$ cat src/rtl/stream_fifo_pkt_if.sv
// Stream bus bundle (tdata/tvalid/tlast/tready) shared by both sides of stream_fifo_pkt.
// A beat transfers on a rising edge where tvalid and tready are both 1; a master holds tdata/tlast stable while tvalid is high and tready is low.
interface stream_fifo_pkt_if #(
    parameter int DW = 8
);
    logic [DW-1:0] tdata;
    logic          tvalid;
    logic          tlast;
    logic          tready;

    modport master (
        output tdata,
        output tvalid,
        output tlast,
        input  tready
    );

    modport slave (
        input  tdata,
        input  tvalid,
        input  tlast,
        output tready
    );
endinterface

$ cat src/rtl/stream_fifo_pkt.sv
// First-word-fall-through stream FIFO with occupancy reporting.
// Define STREAM_FIFO_PKT_MODE_EN to hold output until a whole packet (tlast) is buffered.
module stream_fifo_pkt #(
    parameter int AW = 4,
    parameter int DW = 8
) (
    input  logic                     clk,
    input  logic                     rst_n,
    stream_fifo_pkt_if.slave         s,
    stream_fifo_pkt_if.master        m,
    output logic [AW:0]              count,
    output logic                     full,
    output logic                     empty
);
    localparam int DEPTH = 1 << AW;
    localparam logic [AW:0] DEPTH_CNT = {1'b1, {AW{1'b0}}};

    // Each entry is {tdata, tlast}.
    logic [DW:0]   mem [0:DEPTH-1];
    logic [AW-1:0] wr_ptr;
    logic [AW-1:0] rd_ptr;
    logic [DW:0]   head;
    logic          push;
    logic          pop;

    assign full     = (count == DEPTH_CNT);
    assign empty    = (count == '0);
    // Ready comes from registered occupancy only, so a full FIFO refuses a push even when a pop is pending.
    assign s.tready = ~full;
    assign push     = s.tvalid & ~full;
    assign pop      = m.tvalid & m.tready;

    assign head     = mem[rd_ptr];
    assign m.tdata  = head[DW:1];
    assign m.tlast  = head[0] & m.tvalid;

`ifdef STREAM_FIFO_PKT_MODE_EN
    logic [AW:0] pkt_cnt;

    // Once full, an oversized packet must stream out or it could never complete.
    assign m.tvalid = ~empty & ((pkt_cnt != '0) | full);

    always_ff @(posedge clk or negedge rst_n) begin
        if (!rst_n) begin
            pkt_cnt <= '0;
        end else begin
            case ({push & s.tlast, pop & m.tlast})
                2'b10:   pkt_cnt <= pkt_cnt + 1'b1;
                2'b01:   pkt_cnt <= pkt_cnt - 1'b1;
                default: pkt_cnt <= pkt_cnt;
            endcase
        end
    end
`else
    assign m.tvalid = ~empty;
`endif

    // Storage is deliberately left out of reset; pointers and count alone define validity.
    always_ff @(posedge clk) begin
        if (push) begin
            mem[wr_ptr] <= {s.tdata, s.tlast};
        end
    end

    always_ff @(posedge clk or negedge rst_n) begin
        if (!rst_n) begin
            wr_ptr <= '0;
            rd_ptr <= '0;
            count  <= '0;
        end else begin
            if (push) begin
                wr_ptr <= wr_ptr + 1'b1;
            end
            if (pop) begin
                rd_ptr <= rd_ptr + 1'b1;
            end
            case ({push, pop})
                2'b10:   count <= count + 1'b1;
                2'b01:   count <= count - 1'b1;
                default: count <= count;
            endcase
        end
    end
endmodule

$ cat src/flat_wrapper.sv
// flat-port wrapper written by rule: the top's interface ports become plain ports
module stream_fifo_pkt_flat 
#(
    parameter int AW = 4,
    parameter int DW = 8
)
  (clk, rst_n, count, full, empty, s_tdata, s_tvalid, s_tlast, s_tready, m_tdata, m_tvalid, m_tlast, m_tready);
  stream_fifo_pkt_if #(.DW(DW)) s_i ();
  stream_fifo_pkt_if #(.DW(DW)) m_i ();
  input  logic clk;
  input  logic rst_n;
  output logic [AW:0] count;
  output logic full;
  output logic empty;
  input wire logic [$bits(s_i.tdata)-1:0] s_tdata;
  input wire logic [$bits(s_i.tvalid)-1:0] s_tvalid;
  input wire logic [$bits(s_i.tlast)-1:0] s_tlast;
  output wire logic [$bits(s_i.tready)-1:0] s_tready;
  output wire logic [$bits(m_i.tdata)-1:0] m_tdata;
  output wire logic [$bits(m_i.tvalid)-1:0] m_tvalid;
  output wire logic [$bits(m_i.tlast)-1:0] m_tlast;
  input wire logic [$bits(m_i.tready)-1:0] m_tready;
  assign s_i.tdata = s_tdata;
  assign s_i.tvalid = s_tvalid;
  assign s_i.tlast = s_tlast;
  assign s_tready = s_i.tready;
  assign m_tdata = m_i.tdata;
  assign m_tvalid = m_i.tvalid;
  assign m_tlast = m_i.tlast;
  assign m_i.tready = m_tready;
  stream_fifo_pkt #(.AW(AW), .DW(DW)) u_core (.clk(clk), .rst_n(rst_n), .s(s_i), .m(m_i), .count(count), .full(full), .empty(empty));
endmodule
$ cat config.mk
export PLATFORM = sky130hd
export DESIGN_NAME = stream_fifo_pkt_flat
export DESIGN_NICKNAME = d
export VERILOG_FILES = /design/src/rtl/stream_fifo_pkt_if.sv /design/src/rtl/stream_fifo_pkt.sv /design/src/flat_wrapper.sv
export SDC_FILE = /design/constraint.sdc
export NUM_CORES = 1
export LEC_CHECK = 0
export ABC_CLOCK_PERIOD_IN_PS = 3350
export CORE_MARGIN = 5
export CORE_UTILIZATION = 60
export CTS_BUF_LIST = sky130_fd_sc_hd__clkbuf_4 sky130_fd_sc_hd__clkbuf_8
export DETAILED_ROUTE_END_ITERATION = 6
export PLACE_DENSITY = 0.88
export SETUP_SLACK_MARGIN = 0.3
export SLEW_MARGIN = 20
export SYNTH_ARGS = -nofsm -noshare
export SYNTH_HDL_FRONTEND = slang
export SYNTH_SLANG_ARGS = --single-unit
export TNS_END_PERCENT = 1
$ cat constraint.sdc
create_clock -name clk -period 3.35 [get_ports clk]
set_clock_uncertainty 0.15 [all_clocks]
set_input_delay 0.5025 -clock clk [delete_from_list [all_inputs] [get_ports clk]]
set_output_delay 0.5025 -clock clk [all_outputs]
set_load 0.02 [all_outputs]
# Word-level counts from Yosys, hierarchy flattened
# Memories as Yosys holds them, arrays and structs flattened.
# Cells that the tools add are included.
[word_totals]
register_bits = 13
elab_cells = 21
mem_count = 1
mem_bits_rw = 144
inputBits = 13
output_inout_bits = 18
[mem_list]
columns = ["name", "words", "width", "read_ports", "rd_ports_with_merged_regs", "wr", "line", "text"]
rows = [
  ["u_core.mem", 16, 9, 1, 0, 1, "stream_fifo_pkt.sv:19", "logic [DW:0] mem [0:DEPTH-1];"],
]
[op_classes]
n_bitwise = 5
add_sub_neg = 4
muxes = 3
n_eq_ne = 3
n_reduce_logical = 2
[op_table]
columns = ["operator", "count"]
rows = [
  ["case mux 5 bit (2 select lines)", 1],
  ["adder 4 x 1 -> 4 bit, second input constant", 2],
  ["adder 5 x 1 -> 5 bit, second input constant", 1],
  ["== test 5 bit, second input constant", 1],
  ["zero test 5 bit", 1],
  ["subtractor 5 x 1 -> 5 bit, second input constant", 1],
  ["AND 1 bit", 3],
  ["== test 2 x 1 -> 1 bit, second input constant", 1],
  ["== test 2 bit, second input constant", 1],
  ["two-way mux 1 bit", 2],
  ["NOT 1 bit", 2],
  ["nonzero test 2 bit", 1],
]

# Longest topological paths before layout
# Gate-level depths: netlist of run 1.
[logic_depth]
word_depth = 5
ltp_mapped = 10
depth_no_buf = 9

# Worst setup path after synthesis of run 1
# OpenSTA, ideal clock, no wires.
[synth_path]
path_kind = "reg-to-reg"
startpoint = "register u_core.count[3]"
endpoint = "register u_core.count[4]"
path_stages_with_launch = 9
t_arrival_ps = 2534
setup_slack_ps = 551
setup_time_ps = 116
path_cell_list = "dfrtp_1 > or3_4 > o31ai_4 > inv_1 > ha_1 > fa_1 > a21oi_1 > o21ai_0 > o311ai_0"
[synth_via]
elab_chain_len = 5
elab_cells_between_ends = 12
cone_classes = "add/sub (2); eq/ne (3); mux (1); bitwise (4); reduce/logical (2)"
[synth_rtl]
columns = ["element", "line", "text"]
rows = [
  ["start, declared", "stream_fifo_pkt.sv:11", "output logic [AW:0] count,"],
  ["start signal, assigned", "stream_fifo_pkt.sv:78", "2'b10: count <= count + 1'b1;"],
  ["start signal, assigned", "stream_fifo_pkt.sv:79", "2'b01: count <= count - 1'b1;"],
  ["start signal, assigned", "stream_fifo_pkt.sv:80", "default: count <= count;"],
  ["zero test 5 bit *", "stream_fifo_pkt.sv:27", "assign empty = (count == '0);"],
  ["NOT 1 bit *", "stream_fifo_pkt.sv:55", "assign m.tvalid = ~empty;"],
  ["AND 1 bit *", "stream_fifo_pkt.sv:31", "assign pop = m.tvalid & m.tready;"],
  ["via u_core.pop", "stream_fifo_pkt.sv:24", "logic pop;"],
  ["== test 2 x 1 -> 1 bit / == test 2 bit (equally long branches)", "stream_fifo_pkt.sv:77", "case ({push, pop})"],
  ["case mux 5 bit (2 select lines) / nonzero test 2 bit (equally long branches)", "-", ""],
]
# The timed path passes the listed nets; every way through them passes the cells marked *.
# A chain may end at the register's enable or synchronous reset.

# Worst setup path in the final report of run 1
[layout_path]
startpoint = "register u_core.rd_ptr[0]"
endpoint = "output port m_tlast"
[layout_via]
elab_chain_len = 2
[layout_rtl]
columns = ["element", "line", "text"]
rows = [
  ["start, declared", "stream_fifo_pkt.sv:21", "logic [AW-1:0] rd_ptr;"],
  ["start signal, assigned", "stream_fifo_pkt.sv:75", "rd_ptr <= rd_ptr + 1'b1;"],
  ["memory read (16 x 9 bit)", "-", ""],
  ["AND 1 bit", "stream_fifo_pkt.sv:35", "assign m.tlast = head[0] & m.tvalid;"],
  ["end, declared", "flat_wrapper.sv:21", "output wire logic [$bits(m_i.tlast)-1:0] m_tlast;"],
]
# No other way between the ends.

==> results of run 1 <==
==> state kept, by name (all words and copies together) (netlist names) <==
register,cells
u_core.rd_ptr,4
u_core.count,5
u_core.mem,144
u_core.wr_ptr,4
==> cell families after synthesis <==
group | Yosys count | synth area share [%]
flops | 157 | 72.63
simple gates | 65 | 5.063
mux | 41 | 13.39
compound gates | 30 | 3.460
buf+inv | 27 | 2.150
fa+ha+maj | 10 | 2.072
xor+xnor | 9 | 1.231
==> path summary, 6_finish.rpt <==
| path | start | end | slack, ns | depth (start not counted) |
|---|---|---|---|---|
| worst max-delay path | u_core.rd_ptr[0]$_DFFE_PN0P_ | m_tlast | 0.13 | 6 |
| worst min-delay path | rst_n | u_core.count[2]$_DFFE_PN0P_ | 0.28 | 1 |
| worst max register to register | u_core.count[3]$_DFFE_PN0P_ | u_core.count[4]$_DFFE_PN0P_ | 0.25 | 8 |
| worst min register to register | u_core.count[2]$_DFFE_PN0P_ | u_core.count[2]$_DFFE_PN0P_ | 0.43 | 2 |
| max in group asynchronous | rst_n | u_core.rd_ptr[2]$_DFFE_PN0P_ | 2.36 | 1 |
| min in group clk | u_core.count[2]$_DFFE_PN0P_ | u_core.count[2]$_DFFE_PN0P_ | 0.43 | 2 |
==> power groups by stage <==
stage | combinational, uW | clock (uW) | sequential, uW
after floorplan | 1480 | 0 | 2570
after global placement | 2150 | 0 | 2630
after detailed placement | 2210 | 0 | 2660
after CTS | 2300 | 1460 | 2610
after global routing | 2440 | 1560 | 2650
final | 2290 | 1440 | 2620
==> timing repair <==
action                     in CTS  in global routing
setup endpoints to repair      10                 11
gates cloned                    1                  0
hold endpoints to repair        0                  0
setup buffers                   1                  0
gates resized for setup         2                  5
==> area by class of cell <==
type,count,share of cell area [%]
clock inverter,14,2.361
tap,136,2.277
multi-input combinational,155,21.61
sequential,157,62.26
clock buffer,17,3.131
inverter,9,0.4520
timing repair buffer,63,7.902
==> cell usage in the layout (no fill, tap or decap), drive strengths merged, types with 2 or more instances in the layout <==
master,instances
nor4b,2
dfrtp,13
or3,3
clkinv,3
mux4,32
a21oi,3
nor2b,2
buf,32
mux2i,8
edfxtp,144
ha,9
xnor2,8
o21ai,5
nor2,14
nand2b,2
nand2,24
a22oi,16
nor4,2
nor3,9
bufinv,2
inv,17
clkdlybuf4s50,28
clkbuf,17
==> cell usage after synthesis (2+ instances only) <==
master,instances
clkbuf_1,4
xnor2_1,8
nor3_1,9
or3_1,2
a21oi_1,3
nor2b_1,2
buf_1,7
a22oi_1,16
inv_1,9
mux2i_1,8
nor4_1,2
nand2_1,23
nor4b_1,2
mux4_2,20
ha_1,9
nor2_1,14
nand2b_1,2
edfxtp_1,144
buf_2,2
buf_6,4
dfrtp_1,13
o21ai_0,5
mux4_1,12
==> metrics by stage <==
| stage | utilization [%] | std cells |
|---|---|---|
| after floorplan | - | 339 |
| after global placement | 67.64 | 518 |
| after detailed placement | 67.64 | 518 |
| after CTS | 71.98 | 551 |
| after global routing | 72.07 | 551 |
| final | 72.07 | 551 |
==> per-layer routing <==
metal  vias to the layer above  GRT usage, %  part of all wire (%)  wire [microns]
li1                       1488             -                     -               -
met1                      1751         27.58                    36            4818
met2                       221         37.48                    52            7034
met3                        34         8.235                   9.4            1280
met4                         0         8.413                   3.2             430
met5                         -             0                     0               0
==> impl_metrics.env, run 1 <==
export IMPL_syn_avg_cell_area_sq_um=18.88
export IMPL_nets=426
export IMPL_cts_tree="yes"
export IMPL_synth_enable_flop_cells=144
export IMPL_fill_cells=591
export IMPL_syn_nets=362
export IMPL_drv_cap=0
export IMPL_status="finished clean"
export IMPL_hold_violations=0
export IMPL_die_area_sq_um=12830
export IMPL_seq_area_sq_um=4653
export IMPL_cp_end_kind="output pin"
export IMPL_cp_max_fo=7
export IMPL_grt_overflow=0
export IMPL_cts_max_level=4
export IMPL_crit_chain="buf_4 > or3b_2 > o32ai_1 > nor3_1 > a21oi_1 > clkdlybuf4s50_1"
export IMPL_synth_top_area_share_pct=67.55
export IMPL_drc=0
export IMPL_preCtsSetupSlack_ns=0.2133
export IMPL_slew_headroom_pct=54.27
export IMPL_synth_cells=339
export IMPL_port_buffer_count=30
export IMPL_yosys_top_cells_area="edfxtp_1 (68%), mux4_2 (7.0%), dfrtp_1 (5.1%)"
export IMPL_antenna_found_initial=0
export IMPL_antenna_left=0
export IMPL_finalPower_uw=6355
export IMPL_antenna_cells=0
export IMPL_start_util_pct=61.73
export IMPL_peakVddDrop_uv=437.8
export IMPL_p_per_area_nw_per_um2=850.3
export IMPL_syn_cell_area_sq_um=6401
export IMPL_multi_input_area_sq_um=1615
export IMPL_dpl_cell_area_sq_um=7014
export IMPL_ctsHoldBuffers=0
export IMPL_yosysSeqAreaShare_pct=72.63
export IMPL_rsz0062_at_grt="yes"
export IMPL_grt_max_degree=29
export IMPL_fin_ws_ns=0.1304
export IMPL_wirelength_microns=13560
export IMPL_cts_root_buffer="clkbuf_8"
export IMPL_worstSetupPathType="flip-flop to output pin"
export IMPL_timing_setup_tns_ns=0
export IMPL_p_int_uw=4204
export IMPL_stdcell_area_sq_um=7473
export IMPL_drt_first_pass_iters=5
export IMPL_synthDistinctLibCells=42
export IMPL_fp_dieH_microns=113.3
export IMPL_post_drt_wl_per_cell_microns=24.62
export IMPL_drive_above_1_share_pct=22.41
export IMPL_tightestPinTransition_ns=0.6834
export IMPL_slowest_stage="clkdlybuf4s50_1"
export IMPL_area_delta_synth_final_pct=16.75
export IMPL_grt_pass1_vias=3526
export IMPL_ys_seq_elements=157
export IMPL_clock_sinks=157
export IMPL_cp_top_family="buffers and inverters"
export IMPL_synthArstFlopShare_pct=8.280
export IMPL_grt_usage_pct=22.66
export IMPL_cp_buffers_inverters=2
export IMPL_power_frac_seq_pct=41.3
export IMPL_viasPerCell=6.341
export IMPL_setup_violations=0
export IMPL_row_count=37
export IMPL_die_w_microns=113.3
export IMPL_period_share_pct=96.11
export IMPL_swShare_pct=33.84
export IMPL_ys_flop_type="edfxtp_1"
export IMPL_dp_hpwl_microns=8367
export IMPL_start_kind="flip-flop"
export IMPL_yosysWarnings=0
export IMPL_min_path_type="input pin to asynchronous set/reset pin"
export IMPL_fmax_mhz=310.6
export IMPL_period_minus_slack_ns=3.220
export IMPL_p_sw_uw=2150
export IMPL_crit_required_ns=2.70
export IMPL_place_gp_congestion=0.7686
export IMPL_cts_clk_slew_worst_paths_ns=0.09
export IMPL_grt_pass1_wl_microns=20710
export IMPL_finalMaxSlewViolations=0
export IMPL_clockBufferDepth=2
export IMPL_critical_path_arrival_ns=2.57
export IMPL_drt_initial_drc_count=440
export IMPL_clockPowerShare_pct=22.7
export IMPL_routed_via_count=3494
export IMPL_fin_hold_ws_ns=0.2784
export IMPL_worstSkewPairLatency_ns=0.44
export IMPL_p_comb_share_pct=36.1
export IMPL_yosysTopAreaCell="edfxtp_1"
export IMPL_p_leak_uw=0.002606
export IMPL_core_area_sq_um=10370
export IMPL_max_stage_delay_ns=0.62
export IMPL_cts_buffers=17
export IMPL_pin_count=31
Power figures use the tool's default switching activity.
==> run 2, diff against run 1 <==
Settings changed: DONT_BUFFER_PORTS set to 1, PLACE_DENSITY 0.88 to 0.85.
==> impl_metrics.env, run 2 (same netlist as run 1, synthesis figures left out) <==
export IMPL_row_count=37
export IMPL_pin_count=31
export IMPL_p_int_uw=4019
export IMPL_p_comb_share_pct=31.4
export IMPL_critical_path_arrival_ns=2.37
export IMPL_routed_via_count=3374
export IMPL_layout_cells_non_filler=529
export IMPL_power_frac_seq_pct=44.1
export IMPL_crit_required_ns=2.70
export IMPL_period_minus_slack_ns=3.025
export IMPL_clockPowerShare_pct=24.5
export IMPL_largest_register="u_core.mem"
export IMPL_cts_max_level=4
export IMPL_place_gp_congestion=0.7674
export IMPL_hold_violations=0
export IMPL_slew_headroom_pct=30.23
export IMPL_grt_busiest_layer="met2"
export IMPL_fp_dieH_microns=113.3
export IMPL_antenna_left=0
export IMPL_fin_hold_ws_ns=0.06264
export IMPL_finalMaxSlewViolations=0
export IMPL_grt_max_degree=18
export IMPL_cts_root_buffer="clkbuf_8"
export IMPL_drt_initial_drc_count=425
export IMPL_crit_path_end="m_tdata[3]"
export IMPL_drt_first_pass_iters=5
export IMPL_cp_end_kind="output pin"
export IMPL_tightestPinTransition_ns=1.043
export IMPL_setup_violations=0
export IMPL_r2r_start="u_core.count[3]$_DFFE_PN0P_"
export IMPL_area_delta_synth_final_pct=13.43
export IMPL_peakVddDrop_uv=340.9
export IMPL_reg_top3="u_core.mem x144, u_core.count x5"
export IMPL_status="finished clean"
export IMPL_finalPower_uw=6170
export IMPL_post_drt_wl_per_cell_microns=25.08
export IMPL_grt_use_met3_pct=5.882
export IMPL_start_kind="flip-flop"
export IMPL_die_area_sq_um=12830
export IMPL_antenna_cells=0
export IMPL_swShare_pct=34.87
export IMPL_die_w_microns=113.3
export IMPL_wirelength_microns=13270
export IMPL_use_met1_pct=29.11
export IMPL_r2r_cells=8
export IMPL_port_buffer_count=0
export IMPL_dp_hpwl_microns=7861
export IMPL_start_util_pct=61.73
export IMPL_worstSkewPairLatency_ns=0.43
export IMPL_min_path_type="input pin to flip-flop"
export IMPL_viasPerCell=6.378
export IMPL_grt_overflow=0
export IMPL_drive_above_1_share_pct=22.90
export IMPL_drv_cap=0
export IMPL_timing_setup_tns_ns=0
export IMPL_cp_max_fo=14
export IMPL_core_area_sq_um=10370
export IMPL_stdcell_area_sq_um=7261
export IMPL_grt_usage_pct=21.55
export IMPL_cts_buffers=17
export IMPL_r2r_slack_ns=0.41
export IMPL_cts_tree="yes"
export IMPL_use_met2_pct=34.87
export IMPL_antenna_found_initial=1
export IMPL_rsz0062_at_grt="yes"
export IMPL_r2r_end="u_core.count[4]$_DFFE_PN0P_"
export IMPL_dpl_cell_area_sq_um=6639
export IMPL_p_leak_uw=0.002488
export IMPL_clockBufferDepth=2
export IMPL_grt_pass1_wl_microns=20170
export IMPL_final_cell_mix="edfxtp_1 (144), buf_4 (27), nand2_1 (23), mux4_2 (20), clkbuf_8 (17)"
export IMPL_p_sw_uw=2152
export IMPL_cts_clk_slew_worst_paths_ns=0.09
export IMPL_nets=403
export IMPL_layout_commonest_cell="edfxtp_1"
export IMPL_worstSetupPathType="flip-flop to output pin"
export IMPL_clock_sinks=157
export IMPL_dpl_cell_count=478
export IMPL_fmax_mhz=330.5
export IMPL_period_share_pct=90.31
export IMPL_grt_pass1_vias=3396
export IMPL_largest_reg_flops=144
export IMPL_drc=0
export IMPL_startpoint="u_core.rd_ptr[0]$_DFFE_PN0P_"
export IMPL_p_per_area_nw_per_um2=849.8
-- run 2: cell count changes in the layout (fill, tap and decap cells not counted), sizes merged --
cell           before  now
clkinvlp            1    3
bufbuf              1    0
clkdlybuf4s50      28    0
inv                17   16
clkinv              3    2
bufinv              2    3
dlygate4sd2         1    0
dlymetal6s2s        1    0
buf                32   29
dlygate4sd3         0   11
-- run 2: per-layer routing --
metal | up-vias | wire length (microns)
met4 | 2 | 259
met3 | 27 | 1248
met5 | - | 12
li1 | 1444 | -
met1 | 1695 | 5049
met2 | 206 | 6696
-- run 2: area by class of cell --
cell class / instances / area (sq um)
flip-flops and latches: 157 / 4654
fillers: 607 / 3109
multi-input cells: 155 / 1619
repair buffers: 40 / 352.8
clock buffers: 17 / 234.0
clock inverters: 15 / 196.4
well taps: 136 / 170.2
inverters: 9 / 33.78
-- run 2: power by group through the flow --
stage	clock, uW	sequential [uW]	combinational (uW)
after floorplan	0	2570	1480
after global placement	0	2740	1680
after detailed placement	0	2770	1750
after CTS	1510	2730	1810
after global routing	1610	2750	2080
final	1510	2720	1940
-- run 2: critical path: stages (launching register included) --
cell and delay (ns):
dfrtp_4 0.59, buf_12 0.16, mux4_1 0.56, a22oi_1 0.38, nand2_1 0.24
-- run 2: through the flow --
step | setup slack, ns | util, %
6_report | 0.3245 | 70.02
2_1_floorplan | 0.5508 | -
3_5_place_dp | 0.2591 | 64.02
4_1_cts | 0.2279 | 69.27
3_3_place_gp | 0.4132 | 64.02
5_1_grt | 0.2165 | 70.02
-- run 2: worst min-delay path by stage --
stage,depth (start not counted),start,to,slack (ns)
finish,2,m_tready,u_core.rd_ptr[0]$_DFFE_PN0P_,0.06
global route,2,m_tready,u_core.rd_ptr[0]$_DFFE_PN0P_,0.05
CTS,2,m_tready,u_core.rd_ptr[0]$_DFFE_PN0P_,0.04
detailed placement,0,rst_n,u_core.count[2]$_DFFE_PN0P_,0.06
global placement,0,rst_n,u_core.count[1]$_DFFE_PN0P_,0.06
floorplan,0,rst_n,u_core.count[0]$_DFFE_PN0P_,0.06
-- run 2: repair_timing --
action / in CTS / in global routing
setup endpoints to repair: 10 / 11
resized for setup: 2 / 3
hold buffers: 11 / 0
setup buffers: 0 / 8
endpoints found under the hold margin: 155 / 0
